`src/rtl/jtag_pkg.sv`:
```
// Shared JTAG definitions: IEEE 1149.1 TAP state encoding, next-state function,
// scan command opcodes and the sequencer state type.
package jtag_pkg;

  typedef enum logic [3:0] {
    TAP_TLR,
    TAP_RTI,
    TAP_SEL_DR,
    TAP_CAP_DR,
    TAP_SHIFT_DR,
    TAP_EX1_DR,
    TAP_PAUSE_DR,
    TAP_EX2_DR,
    TAP_UPD_DR,
    TAP_SEL_IR,
    TAP_CAP_IR,
    TAP_SHIFT_IR,
    TAP_EX1_IR,
    TAP_PAUSE_IR,
    TAP_EX2_IR,
    TAP_UPD_IR
  } tap_state_t;

  typedef enum logic [3:0] {
    WALK,
    IDLE,
    SEL_DR,
    SEL_IR,
    CAPTURE,
    SHIFT,
    EXIT1,
    UPDATE,
    TLR,
    RESP
  } seq_state_t;

  localparam logic [1:0] OP_NOP       = 2'b00;
  localparam logic [1:0] OP_SHIFT_IR  = 2'b01;
  localparam logic [1:0] OP_SHIFT_DR  = 2'b10;
  localparam logic [1:0] OP_TAP_RESET = 2'b11;

  function automatic tap_state_t tap_next(input tap_state_t state, input logic tms);
    tap_state_t nxt;
    nxt = TAP_TLR;
    case (state)
      TAP_TLR:      nxt = tms ? TAP_TLR      : TAP_RTI;
      TAP_RTI:      nxt = tms ? TAP_SEL_DR   : TAP_RTI;
      TAP_SEL_DR:   nxt = tms ? TAP_SEL_IR   : TAP_CAP_DR;
      TAP_CAP_DR:   nxt = tms ? TAP_EX1_DR   : TAP_SHIFT_DR;
      TAP_SHIFT_DR: nxt = tms ? TAP_EX1_DR   : TAP_SHIFT_DR;
      TAP_EX1_DR:   nxt = tms ? TAP_UPD_DR   : TAP_PAUSE_DR;
      TAP_PAUSE_DR: nxt = tms ? TAP_EX2_DR   : TAP_PAUSE_DR;
      TAP_EX2_DR:   nxt = tms ? TAP_UPD_DR   : TAP_SHIFT_DR;
      TAP_UPD_DR:   nxt = tms ? TAP_SEL_DR   : TAP_RTI;
      TAP_SEL_IR:   nxt = tms ? TAP_TLR      : TAP_CAP_IR;
      TAP_CAP_IR:   nxt = tms ? TAP_EX1_IR   : TAP_SHIFT_IR;
      TAP_SHIFT_IR: nxt = tms ? TAP_EX1_IR   : TAP_SHIFT_IR;
      TAP_EX1_IR:   nxt = tms ? TAP_UPD_IR   : TAP_PAUSE_IR;
      TAP_PAUSE_IR: nxt = tms ? TAP_EX2_IR   : TAP_PAUSE_IR;
      TAP_EX2_IR:   nxt = tms ? TAP_UPD_IR   : TAP_SHIFT_IR;
      TAP_UPD_IR:   nxt = tms ? TAP_SEL_DR   : TAP_RTI;
      default:      nxt = TAP_TLR;
    endcase
    return nxt;
  endfunction

endpackage

```
`src/rtl/tap_state_mirror.sv`:
```
// Registered copy of the target TAP controller state, advanced by the TMS value
// presented before each TCK rising edge.
module tap_state_mirror
  import jtag_pkg::*;
(
  input  logic       TCK,
  input  logic       TRSTn,
  input  logic       TMS,
  output tap_state_t state
);

  always_ff @(posedge TCK or negedge TRSTn) begin
    if (!TRSTn) begin
      state <= TAP_TLR;
    end else begin
      state <= tap_next(state, TMS);
    end
  end

endmodule

```
`src/rtl/jtag_scan_sequencer.sv`:
```
// Host-side JTAG master: converts IR/DR shift and TAP reset commands into TMS/TDI
// sequences, collects TDO, and always parks the target TAP in Run-Test/Idle.
module jtag_scan_sequencer
  import jtag_pkg::*;
#(
  parameter int unsigned MAX_LEN = 64,
  parameter int unsigned LEN_W   = $clog2(MAX_LEN + 1)
) (
  input  logic               TCK,
  input  logic               TRSTn,
  input  logic               cmd_valid,
  output logic               cmd_ready,
  input  logic [1:0]         cmd_op,
  input  logic [LEN_W-1:0]   cmd_len,
  input  logic [MAX_LEN-1:0] cmd_data,
  output logic               rsp_valid,
  input  logic               rsp_ready,
  output logic [MAX_LEN-1:0] rsp_data,
  output logic               rsp_err,
  output logic               TMS,
  output logic               TDI,
  input  logic               TDO
);

  localparam int unsigned IDX_W = (MAX_LEN > 1) ? $clog2(MAX_LEN) : 1;

  seq_state_t         state;
  tap_state_t         mirror;
  logic               is_ir;
  logic               err_q;
  logic [IDX_W-1:0]   cnt;
  logic [IDX_W-1:0]   last_q;
  logic [MAX_LEN-1:0] data_q;
  logic [MAX_LEN-1:0] cap_q;
  logic               in_shift;
  logic               accept;
  logic               len_ok;
  logic               is_shift_op;

  tap_state_mirror u_mirror (
    .TCK   (TCK),
    .TRSTn (TRSTn),
    .TMS   (TMS),
    .state (mirror)
  );

  assign in_shift    = (mirror == TAP_SHIFT_DR) || (mirror == TAP_SHIFT_IR);
  assign cmd_ready   = (state == IDLE) && (mirror == TAP_RTI) && !rsp_valid;
  assign accept      = cmd_valid && cmd_ready;
  assign len_ok      = (cmd_len != '0) && (cmd_len <= LEN_W'(MAX_LEN));
  assign is_shift_op = (cmd_op == OP_SHIFT_IR) || (cmd_op == OP_SHIFT_DR);

  // TMS/TDI are registered one edge ahead: the value set at an edge is what the
  // TAP (and the mirror) consumes on the following edge.
  always_ff @(posedge TCK or negedge TRSTn) begin
    if (!TRSTn) begin
      state     <= WALK;
      TMS       <= 1'b1;
      TDI       <= 1'b0;
      rsp_valid <= 1'b0;
      rsp_data  <= '0;
      rsp_err   <= 1'b0;
      is_ir     <= 1'b0;
      err_q     <= 1'b0;
      cnt       <= '0;
      last_q    <= '0;
      data_q    <= '0;
      cap_q     <= '0;
    end else begin
      case (state)
        WALK: begin
          if (TMS) begin
            TMS <= 1'b0;
          end else begin
            state <= IDLE;
          end
        end

        IDLE: begin
          TMS <= 1'b0;
          TDI <= 1'b0;
          if (accept) begin
            cnt    <= '0;
            cap_q  <= '0;
            data_q <= cmd_data;
            last_q <= IDX_W'(cmd_len - 1'b1);
            is_ir  <= (cmd_op == OP_SHIFT_IR);
            err_q  <= is_shift_op && !len_ok;
            if (is_shift_op && len_ok) begin
              TMS   <= 1'b1;
              state <= SEL_DR;
            end else if (cmd_op == OP_TAP_RESET) begin
              TMS   <= 1'b1;
              state <= TLR;
            end else begin
              state <= UPDATE;
            end
          end
        end

        SEL_DR: begin
          TMS   <= is_ir;
          state <= is_ir ? SEL_IR : CAPTURE;
        end

        SEL_IR: begin
          TMS   <= 1'b0;
          state <= CAPTURE;
        end

        CAPTURE: begin
          TMS   <= 1'b0;
          state <= SHIFT;
        end

        // First edge here only enters Shift; every later edge samples one bit.
        SHIFT: begin
          if (!in_shift) begin
            TDI <= data_q[0];
            TMS <= (last_q == '0);
          end else begin
            cap_q[cnt] <= TDO;
            if (cnt == last_q) begin
              TDI   <= 1'b0;
              TMS   <= 1'b1;
              state <= EXIT1;
            end else begin
              cnt <= cnt + 1'b1;
              TDI <= data_q[cnt + 1'b1];
              TMS <= (cnt + 1'b1 == last_q);
            end
          end
        end

        EXIT1: begin
          TMS   <= 1'b0;
          state <= UPDATE;
        end

        UPDATE: begin
          TMS       <= 1'b0;
          rsp_valid <= 1'b1;
          rsp_data  <= cap_q;
          rsp_err   <= err_q;
          state     <= RESP;
        end

        RESP: begin
          if (rsp_ready) begin
            rsp_valid <= 1'b0;
            state     <= IDLE;
          end
        end

        // Five TMS=1 edges reach Test-Logic-Reset from anywhere; the sixth (TMS=0) lands in RTI.
        TLR: begin
          if (cnt == IDX_W'(4)) begin
            TMS   <= 1'b0;
            state <= UPDATE;
          end else begin
            cnt <= cnt + 1'b1;
          end
        end

        default: begin
          state <= WALK;
          TMS   <= 1'b1;
        end
      endcase
    end
  end

endmodule

```
`config.mk`:
```
export PLATFORM = sky130hd
export DESIGN_NAME = jtag_scan_sequencer
export DESIGN_NICKNAME = d
export VERILOG_FILES = /design/src/rtl/jtag_pkg.sv /design/src/rtl/tap_state_mirror.sv /design/src/rtl/jtag_scan_sequencer.sv
export SDC_FILE = /design/constraint.sdc
export NUM_CORES = 1
export LEC_CHECK = 0
export CAP_MARGIN = 30
export CORE_ASPECT_RATIO = 0.9
export CORE_UTILIZATION = 55
export CTS_CLUSTER_DIAMETER = 100
export DETAILED_ROUTE_END_ITERATION = 10
export PLACE_DENSITY_LB_ADDON = 0.05
export SYNTH_ARGS = -nofsm -noshare
export SYNTH_HDL_FRONTEND = slang
export SYNTH_HIERARCHICAL = 1
export SYNTH_SLANG_ARGS = --single-unit
```
`constraint.sdc`:
```
create_clock -name TCK -period 6.07 [get_ports TCK]
set_input_delay 1.821 -clock TCK [delete_from_list [all_inputs] [get_ports TCK]]
set_output_delay 1.821 -clock TCK [all_outputs]
set_load 0.005 [all_outputs]
```
Word level (Yosys, flattened, before mapping)
Cells that the tools add are included.
{"block": "totals", "register_bits": 218, "inputBits": 78, "output_inout_bits": 69, "word_cells": 134}
{"block": "classes", "add_sub_neg": 2, "order_cmp": 4, "n_eq_ne": 38, "mux": 48, "bitwise_logic": 1, "n_reduce_logical": 28}
{"op": "two-way mux 64 bit", "n": 2}
{"op": "case mux 64 bit (2 select lines)", "n": 1}
{"op": "bitwise mux 64 bit", "n": 1}
{"op": "two-way mux 4 bit", "n": 12}
{"op": "case mux 4 bit (12 select lines)", "n": 1}
{"op": "== test 4 bit (second input constant)", "n": 10}
{"op": "case mux 4 bit (10 select lines)", "n": 1}
{"op": "== test 4 x 3 -> 1 bit (second input constant)", "n": 8}
{"op": "two-way mux 6 bit", "n": 4}
{"op": "case mux 6 bit (3 select lines)", "n": 1}
{"op": "== test 4 x 2 -> 1 bit (second input constant)", "n": 4}
{"op": "inequality test 2 bit (second input constant)", "n": 8}
{"op": "less-than comparator 6 x 7 -> 1 bit (second input constant)", "n": 2}
{"op": "two-way mux 1 bit", "n": 14}
{"op": "== test 6 bit", "n": 2}
{"op": "two-way mux 3 bit", "n": 3}
{"op": "== test 4 x 1 -> 1 bit (second input constant)", "n": 2}
{"op": "logical NOT 4 bit", "n": 2}
{"op": "<= comparator 7 bit (second input constant)", "n": 1}
{"op": "logical AND 1 bit", "n": 7}
{"op": "nonzero test 7 bit", "n": 1}
{"op": "adder 6 x 1 -> 6 bit (second input constant)", "n": 1}
{"op": "binary-select mux 1 bit (select 6 bit)", "n": 1}
{"op": "demux 1 bit (select 6 bit)", "n": 1}
{"op": "other kinds (21)", "n": 31}

Longest topological paths before layout
Gate-level depths: netlist of the first run.
{"block": "logic_depth", "depth_word": 7, "ltp_mapped": 12, "mapped_depth_nobuf": 8}

By module
Netlist of the first run, hierarchy kept.
{"module": "jtag_scan_sequencer", "n_inst": 1, "cells_per_inst": 832, "area_each_um2": 9864.5, "seq_area_each_um2": 5356.4}
{"module": "tap_state_mirror", "n_inst": 1, "cells_per_inst": 37, "area_each_um2": 314.1, "seq_area_each_um2": 100.1}

Least setup slack after synthesis of the first run
OpenSTA, ideal clock, no wires.
{"block": "synth_timing", "kind": "in2reg", "startpoint": "input cmd_len[0]", "endpoint": "register, netlist name state[0]", "setup_ps": 65, "arrival_time_ps": 3462, "required_time_ps": 6005, "setup_slack_ps": 2543, "cell_stages": 8, "n_path_buf": 0, "path_cell_list": "inv_1 ha_1 or4b_1 or3_1 a31oi_1 nor3_1 o32ai_1 mux2_4"}
{"element": "from (decl)", "line_no": "jtag_scan_sequencer.sv:14", "source": "input logic [LEN_W-1:0] cmd_len,"}

==> summary.txt, run 1 <==
Outcome
  – Status: complete, no violations

Timing
  – Rel. slew slack: 0.326
  – Final Cycle Share: 0.738
  – RSZ-0062 raised after global routing: false
  – Setup TNS: 0 ns
  – Final setup viols: 0
  – Skew final: 0.00982 ns
  – Worst-margin pin slew: 1.01 ns
  – F_max: 0.223 GHz
  – Final Max Slew Viols: 0
  – Final Critical Period: 4.48 ns
  – Endpoints failing hold: 0
  – Worst Hold Slack: 0.503 ns

Clock tree
  – CTS clk-pin slew, worst paths: 0.06 ns
  – CTS tree: built
  – Inserted Clock Buffers: 23
  – Worst-Skew Late Latency: 0.51 ns
  – Sink Count: 218
  – PostCTS Resize Cnt: 0
  – Hold_buf cts: 0
  – Setup Buffers After CTS: 0
  – CTS Buffer Depth: 3
  – H-Tree Depth: 1
  – Clock root cell: clkbuf_16

Synthesis
  – Synth area leader: dfrtp_1
  – Synth cell types: 72
  – Cell Area, Synth: 10,200 um^2
  – Main flop type after synthesis: dfrtp_1
  – #FFs+latches synth: 218
  – Share of the synthesized area in the top cell type: 0.533
  – Yosys warns: 6
  – Async SR Flop Fraction: 1.00
  – Synthesized Nets: 954
  – Post-synth EDFFs: 0
  – Avg Synthesized Cell Area: 11.7 um^2
  – Cell count after synthesis: 869
  – Top cells by area, synth: dfrtp_1, mux2_2, o21ai_0
  – Post-synthesis sequential area ratio: 0.536

Layout
  – Most frequent cells in the layout: dfrtp_1, clkdlybuf4s50_1, o21ai_0
  – Area grow syn2layout: 24.1%
  – Fin cells: 1,246
  – Layout Nets: 1,074
  – Final instance area: 12,600 um^2
  – Antenna Cells: 0
  – Commonest non-fill, non-tap cell in the layout: dfrtp_1
  – Share of cells above drive strength 1: 0.214

Power
  – Worst vdd ir: 0.201 mV
  – P_leak: 0.00587 uW
  – Power Dens Cells: 247 nW/um^2

Global route
  – GRT Residual Overflow: 0
  – Total global-route track usage: 0.266
  – Initial antenna violation count: 0
  – First-pass GRT wire length: 40,200 um
  – Largest net degree at the start of global routing: 124
  – Vias in the first global route: 7,563

Floorplanning
  – Core box area: 17,800 um^2
  – Die area: 19,100 um^2
  – Die width: 145 um
  – # rows: 46
  – Initial core utilization: 0.570
  – I/O pins: 147
  – Die height: 131 um

Drt
  – Initial drt markers: 564
  – DR top layer: met4
  – First drt pass iteration count: 6
  – Post-Route M1 WL: 11,000 um
  – Via count: 7,591
  – Final wirelength: 25,100 um
  – Vias/cell: 6.09
  – Met2 routed WL: 12,000 um
  – DRC viols: 0
  – Met3 WL: 1600 um
  – Final ANT Viol Nets: 0
  – Routed wire length per instance: 20.1 um

Place
  – IO buf count: 146
  – Hpwl dp: 16,700 um
  – Placer Congestion: 0.819
  – Placed Cells: 1,204
  – Cell Area, Placed: 11,800 um^2

Worst setup path
  – Worst-path cell chain: or3b_1 > nor2_1 > and4b_1 > clkdlybuf4s50_1
  – Endpoint class of the critical path: primary output
  – Crit-path max FO: 15
  – Slowest-stage cell, CP: dfrtp_1
  – CP startpoint kind: flip-flop
  – Largest stage delay, worst path: 0.61 ns
  – Worst reg2reg path depth: 7
  – Worst Path Arrival: 2.66 ns
  – CP required: 4.25 ns
  – Crit Path Class: flip-flop to primary output

Run
  – Max_cap viols: 0

Hold path
  – Worst hold path type: flip-flop to flip-flop
  – Hold path depth: 1
[cell usage after synthesis (4+ instances only)]
cell type / instances
dfrtp_1: 217
o21ai_0: 134
mux2_2: 132
a21oi_1: 51
clkbuf_1: 41
nand2_1: 41
nor2_1: 26
a31oi_1: 24
mux4_2: 15
nor3_1: 14
inv_1: 12
mux2i_1: 11
buf_2: 10
nand3_1: 9
xnor2_1: 9
xor2_1: 9
ha_1: 7
a32o_1: 5
buf_4: 5
nor2b_1: 5
and2_1: 4
buf_1: 4
nand2b_1: 4
o21a_1: 4
o21ai_1: 4
[final cells by class]
class                           count  area, um^2
Sequential cell                   218        5460
Fill cell                        1284        5210
Multi-Input combinational cell    576        4390
Timing Repair Buffer              157        1570
Clock buffer                       32         679
Tap cell                          240         300
Clock inverter                     10         183
Inverter                           13        48.8
[report_power, final]
group	internal [uW]	switching, uW	total (uW)	leakage [uW]
combinational	49.9	43.6	93.5	0.00245
sequential	1450	0	1450	0.00299
clock	994	575	1570	0.000427
[layer usage]
layer,up-vias,global-route usage
li1,3408,-
met1,3806,0.377
met2,329,0.434
met3,48,0.0401
met4,0,0.0718
met5,-,0
[state kept, by name, indices dropped and copies added (netlist names)]
name            count
err_q               1
cap_q              64
TMS                 1
TDI                 1
rsp_err             1
rsp_valid           1
cnt                 6
last_q              6
rsp_data           64
u_mirror/state      4
data_q             64
is_ir               1
state               4
[stage by stage]
stage | setup slack [ns] | total power, uW | utilization
2_1_floorplan | 2.54 | 1490 | -
3_3_place_gp | 1.94 | 1570 | 0.659
3_5_place_dp | 1.84 | 1580 | 0.660
4_1_cts | 1.61 | 3140 | 0.708
5_1_grt | 1.47 | 3210 | 0.708
6_report | 1.59 | 3120 | 0.708
[critical path: cells and delay by family, from the launching register on]
kind,cells,cell delay [ns]
buffers and inverters,1,0.49
AND/OR/NAND/NOR,3,1.05
flip-flops,1,0.61
[path summary, 6_finish.rpt]
kind	from	endpoint	slack, ns
max	state[0]$_DFFE_PN0P_	cmd_ready	1.59
min	rsp_data[18]$_DFFE_PN0P_	rsp_data[18]$_DFFE_PN0P_	0.50
max reg2reg	cnt[0]$_DFFE_PN0P_	TDI$_DFFE_PN0N_	2.54
min reg2reg	rsp_data[18]$_DFFE_PN0P_	rsp_data[18]$_DFFE_PN0P_	0.50
max in group asynchronous	TRSTn	cap_q[19]$_DFFE_PN0P_	3.55
min in group asynchronous	TRSTn	u_mirror/state[1]$_DFF_PN0_	1.36
[logic make-up (layout without fill, tap and decap cells)]
family          Yosys count  count (layout)  share of synthesized area
fa+ha+maj                 7               7                    0.00860
flops                   218             218                      0.536
xor+xnor                 19              19                     0.0182
buf+inv                  75             212                     0.0325
simple gates            140             140                     0.0722
mux                     159             159                      0.192
compound gates          251             251                      0.141
Power figures use the tool's default switching activity.
==> run 2, diff against run 1 <==
==> constraint.sdc (replaced) <==
create_clock -name TCK -period 4.6 [get_ports TCK]
set_input_delay 1.38 -clock TCK [delete_from_list [all_inputs] [get_ports TCK]]
set_output_delay 1.38 -clock TCK [all_outputs]
set_load 0.005 [all_outputs]
==> summary.txt, run 2 (synthesis results as in run 1) <==
Clock tree
  – CTS clk-pin slew, worst paths: 0.06 ns
  – H-Tree Depth: 1
  – CTS Buffer Depth: 3
  – Worst-Skew Late Latency: 0.52 ns
  – Sink Count: 218
  – CTS tree: built
  – PostCTS Resize Cnt: 0
  – Inserted Clock Buffers: 23
  – Hold_buf cts: 0
  – Setup Buffers After CTS: 0
  – Clock root cell: clkbuf_16

Drt
  – Final ANT Viol Nets: 0
  – Final wirelength: 25,300 um
  – Vias/cell: 6.07
  – DRC viols: 0
  – Via count: 7,591
  – First drt pass iteration count: 5
  – Routed wire length per instance: 20.3 um
  – Initial drt markers: 637

Global route
  – GRT Residual Overflow: 0
  – Largest net degree at the start of global routing: 101
  – Vias in the first global route: 7,679
  – Total global-route track usage: 0.273
  – Initial antenna violation count: 0
  – First-pass GRT wire length: 41,000 um

Layout
  – Area grow syn2layout: 24.0%
  – Share of cells above drive strength 1: 0.215
  – Antenna Cells: 0
  – Layout Nets: 1,078
  – Top Registers: cap_q x64, data_q x64, rsp_data x64
  – Commonest non-fill, non-tap cell in the layout: dfrtp_1
  – Most frequent cells in the layout: dfrtp_1, clkdlybuf4s50_1, o21ai_0

Worst setup path
  – Worst Path Arrival: 2.62 ns
  – Crit-path max FO: 15
  – CP startpoint kind: flip-flop
  – Crit Path Class: flip-flop to primary output
  – CP required: 3.22 ns
  – Endpoint class of the critical path: primary output

Place
  – Hpwl dp: 16,600 um
  – IO buf count: 146
  – Placer Congestion: 0.854

Power
  – Power Dens Cells: 318 nW/um^2
  – Worst vdd ir: 0.266 mV
  – Total power: 4020 uW
  – P_leak: 0.00587 uW

Timing
  – Worst-margin pin slew: 0.987 ns
  – Skew final: 0.0211 ns
  – Setup TNS: 0 ns
  – RSZ-0062 raised after global routing: false
  – Final setup viols: 0
  – Final Max Slew Viols: 0
  – F_max: 0.250 GHz
  – Final Cycle Share: 0.870
  – Endpoints failing hold: 0
  – Rel. slew slack: 0.340
  – Final Critical Period: 4.00 ns

Floorplanning
  – Die height: 131 um
  – I/O pins: 147
  – Die area: 19,100 um^2
  – Initial core utilization: 0.570
  – Core box area: 17,800 um^2
  – # rows: 46
  – Die width: 145 um

Run
  – Max_cap viols: 0

Outcome
  – Status: complete, no violations

Hold path
  – Worst hold path type: flip-flop to flip-flop
run 2: routing by layer:
metal  vias up  share of wire  global-route usage
met4         0          0.021              0.0892
met1      3775           0.43               0.381
li1       3429              -                   -
met2       331           0.47               0.441
met3        56          0.071              0.0478
met5         -              0                   0
run 2: final cells by class:
class / count / area (um^2)
tap: 240 / 300
fill: 1257 / 5220
clock inverter: 9 / 135
multi-input combinational: 576 / 4390
sequential: 218 / 5460
inverter: 13 / 48.8
timing repair buffer: 161 / 1600
clock buffer: 33 / 683
run 2: worst paths after layout:
| check | from | endpoint | slack, ns | cells after the start |
|---|---|---|---|---|
| worst min register to register | cap_q[51]$_DFFE_PN0P_ | rsp_data[51]$_DFFE_PN0P_ | 0.50 | 1 |
| worst max-delay path | state[0]$_DFFE_PN0P_ | cmd_ready | 0.60 | 4 |
| max in group asynchronous | TRSTn | cnt[4]$_DFFE_PN0P_ | 2.68 | 2 |
| min in group asynchronous | TRSTn | u_mirror/state[3]$_DFF_PN0_ | 0.89 | 1 |
| worst min-delay path | cap_q[51]$_DFFE_PN0P_ | rsp_data[51]$_DFFE_PN0P_ | 0.50 | 1 |
| worst max register to register | cnt[0]$_DFFE_PN0P_ | TDI$_DFFE_PN0N_ | 1.38 | 9 |
run 2: stage by stage:
step	setup WS (ns)	util	hold WS, ns	cell area [um^2]	cells
after CTS	0.603	0.707	0.501	12600	1250
after global routing	0.463	0.707	0.513	12600	1250
final	0.599	0.707	0.501	12600	1250
after detailed placement	0.764	0.662	0.488	11800	1208
after floorplan	1.51	-	0.459	10200	869
after global placement	0.926	0.662	0.480	11800	1208
run 2: power breakdown:
group	internal [uW]	total, uW	switching, uW	leakage, uW
logic	66.5	124	57.8	0.00247
registers	1920	1920	0	0.00299
clock network	1210	1980	770	0.000407
total	3190	4020	827	0.00587
run 2: critical path, stage by stage, from the launching register on:
cell and delay [ns]:
dfrtp_1 0.61, or3b_1 0.55, nor2_1 0.25, and4b_1 0.22
clkdlybuf4s50_1 0.50
==> run 3, diff against run 2 <==
--- a/config.mk
+++ b/config.mk
@@ -5,7 +5,7 @@
 export SDC_FILE = /design/constraint.sdc
 export NUM_CORES = 1
 export LEC_CHECK = 0
-export CAP_MARGIN = 30
+export CAP_MARGIN = 20
 export CORE_ASPECT_RATIO = 0.9
 export CORE_UTILIZATION = 55
 export CTS_CLUSTER_DIAMETER = 100
==> results of run 3 <==
Final layout, timing and power as in run 2 (identical DEF).
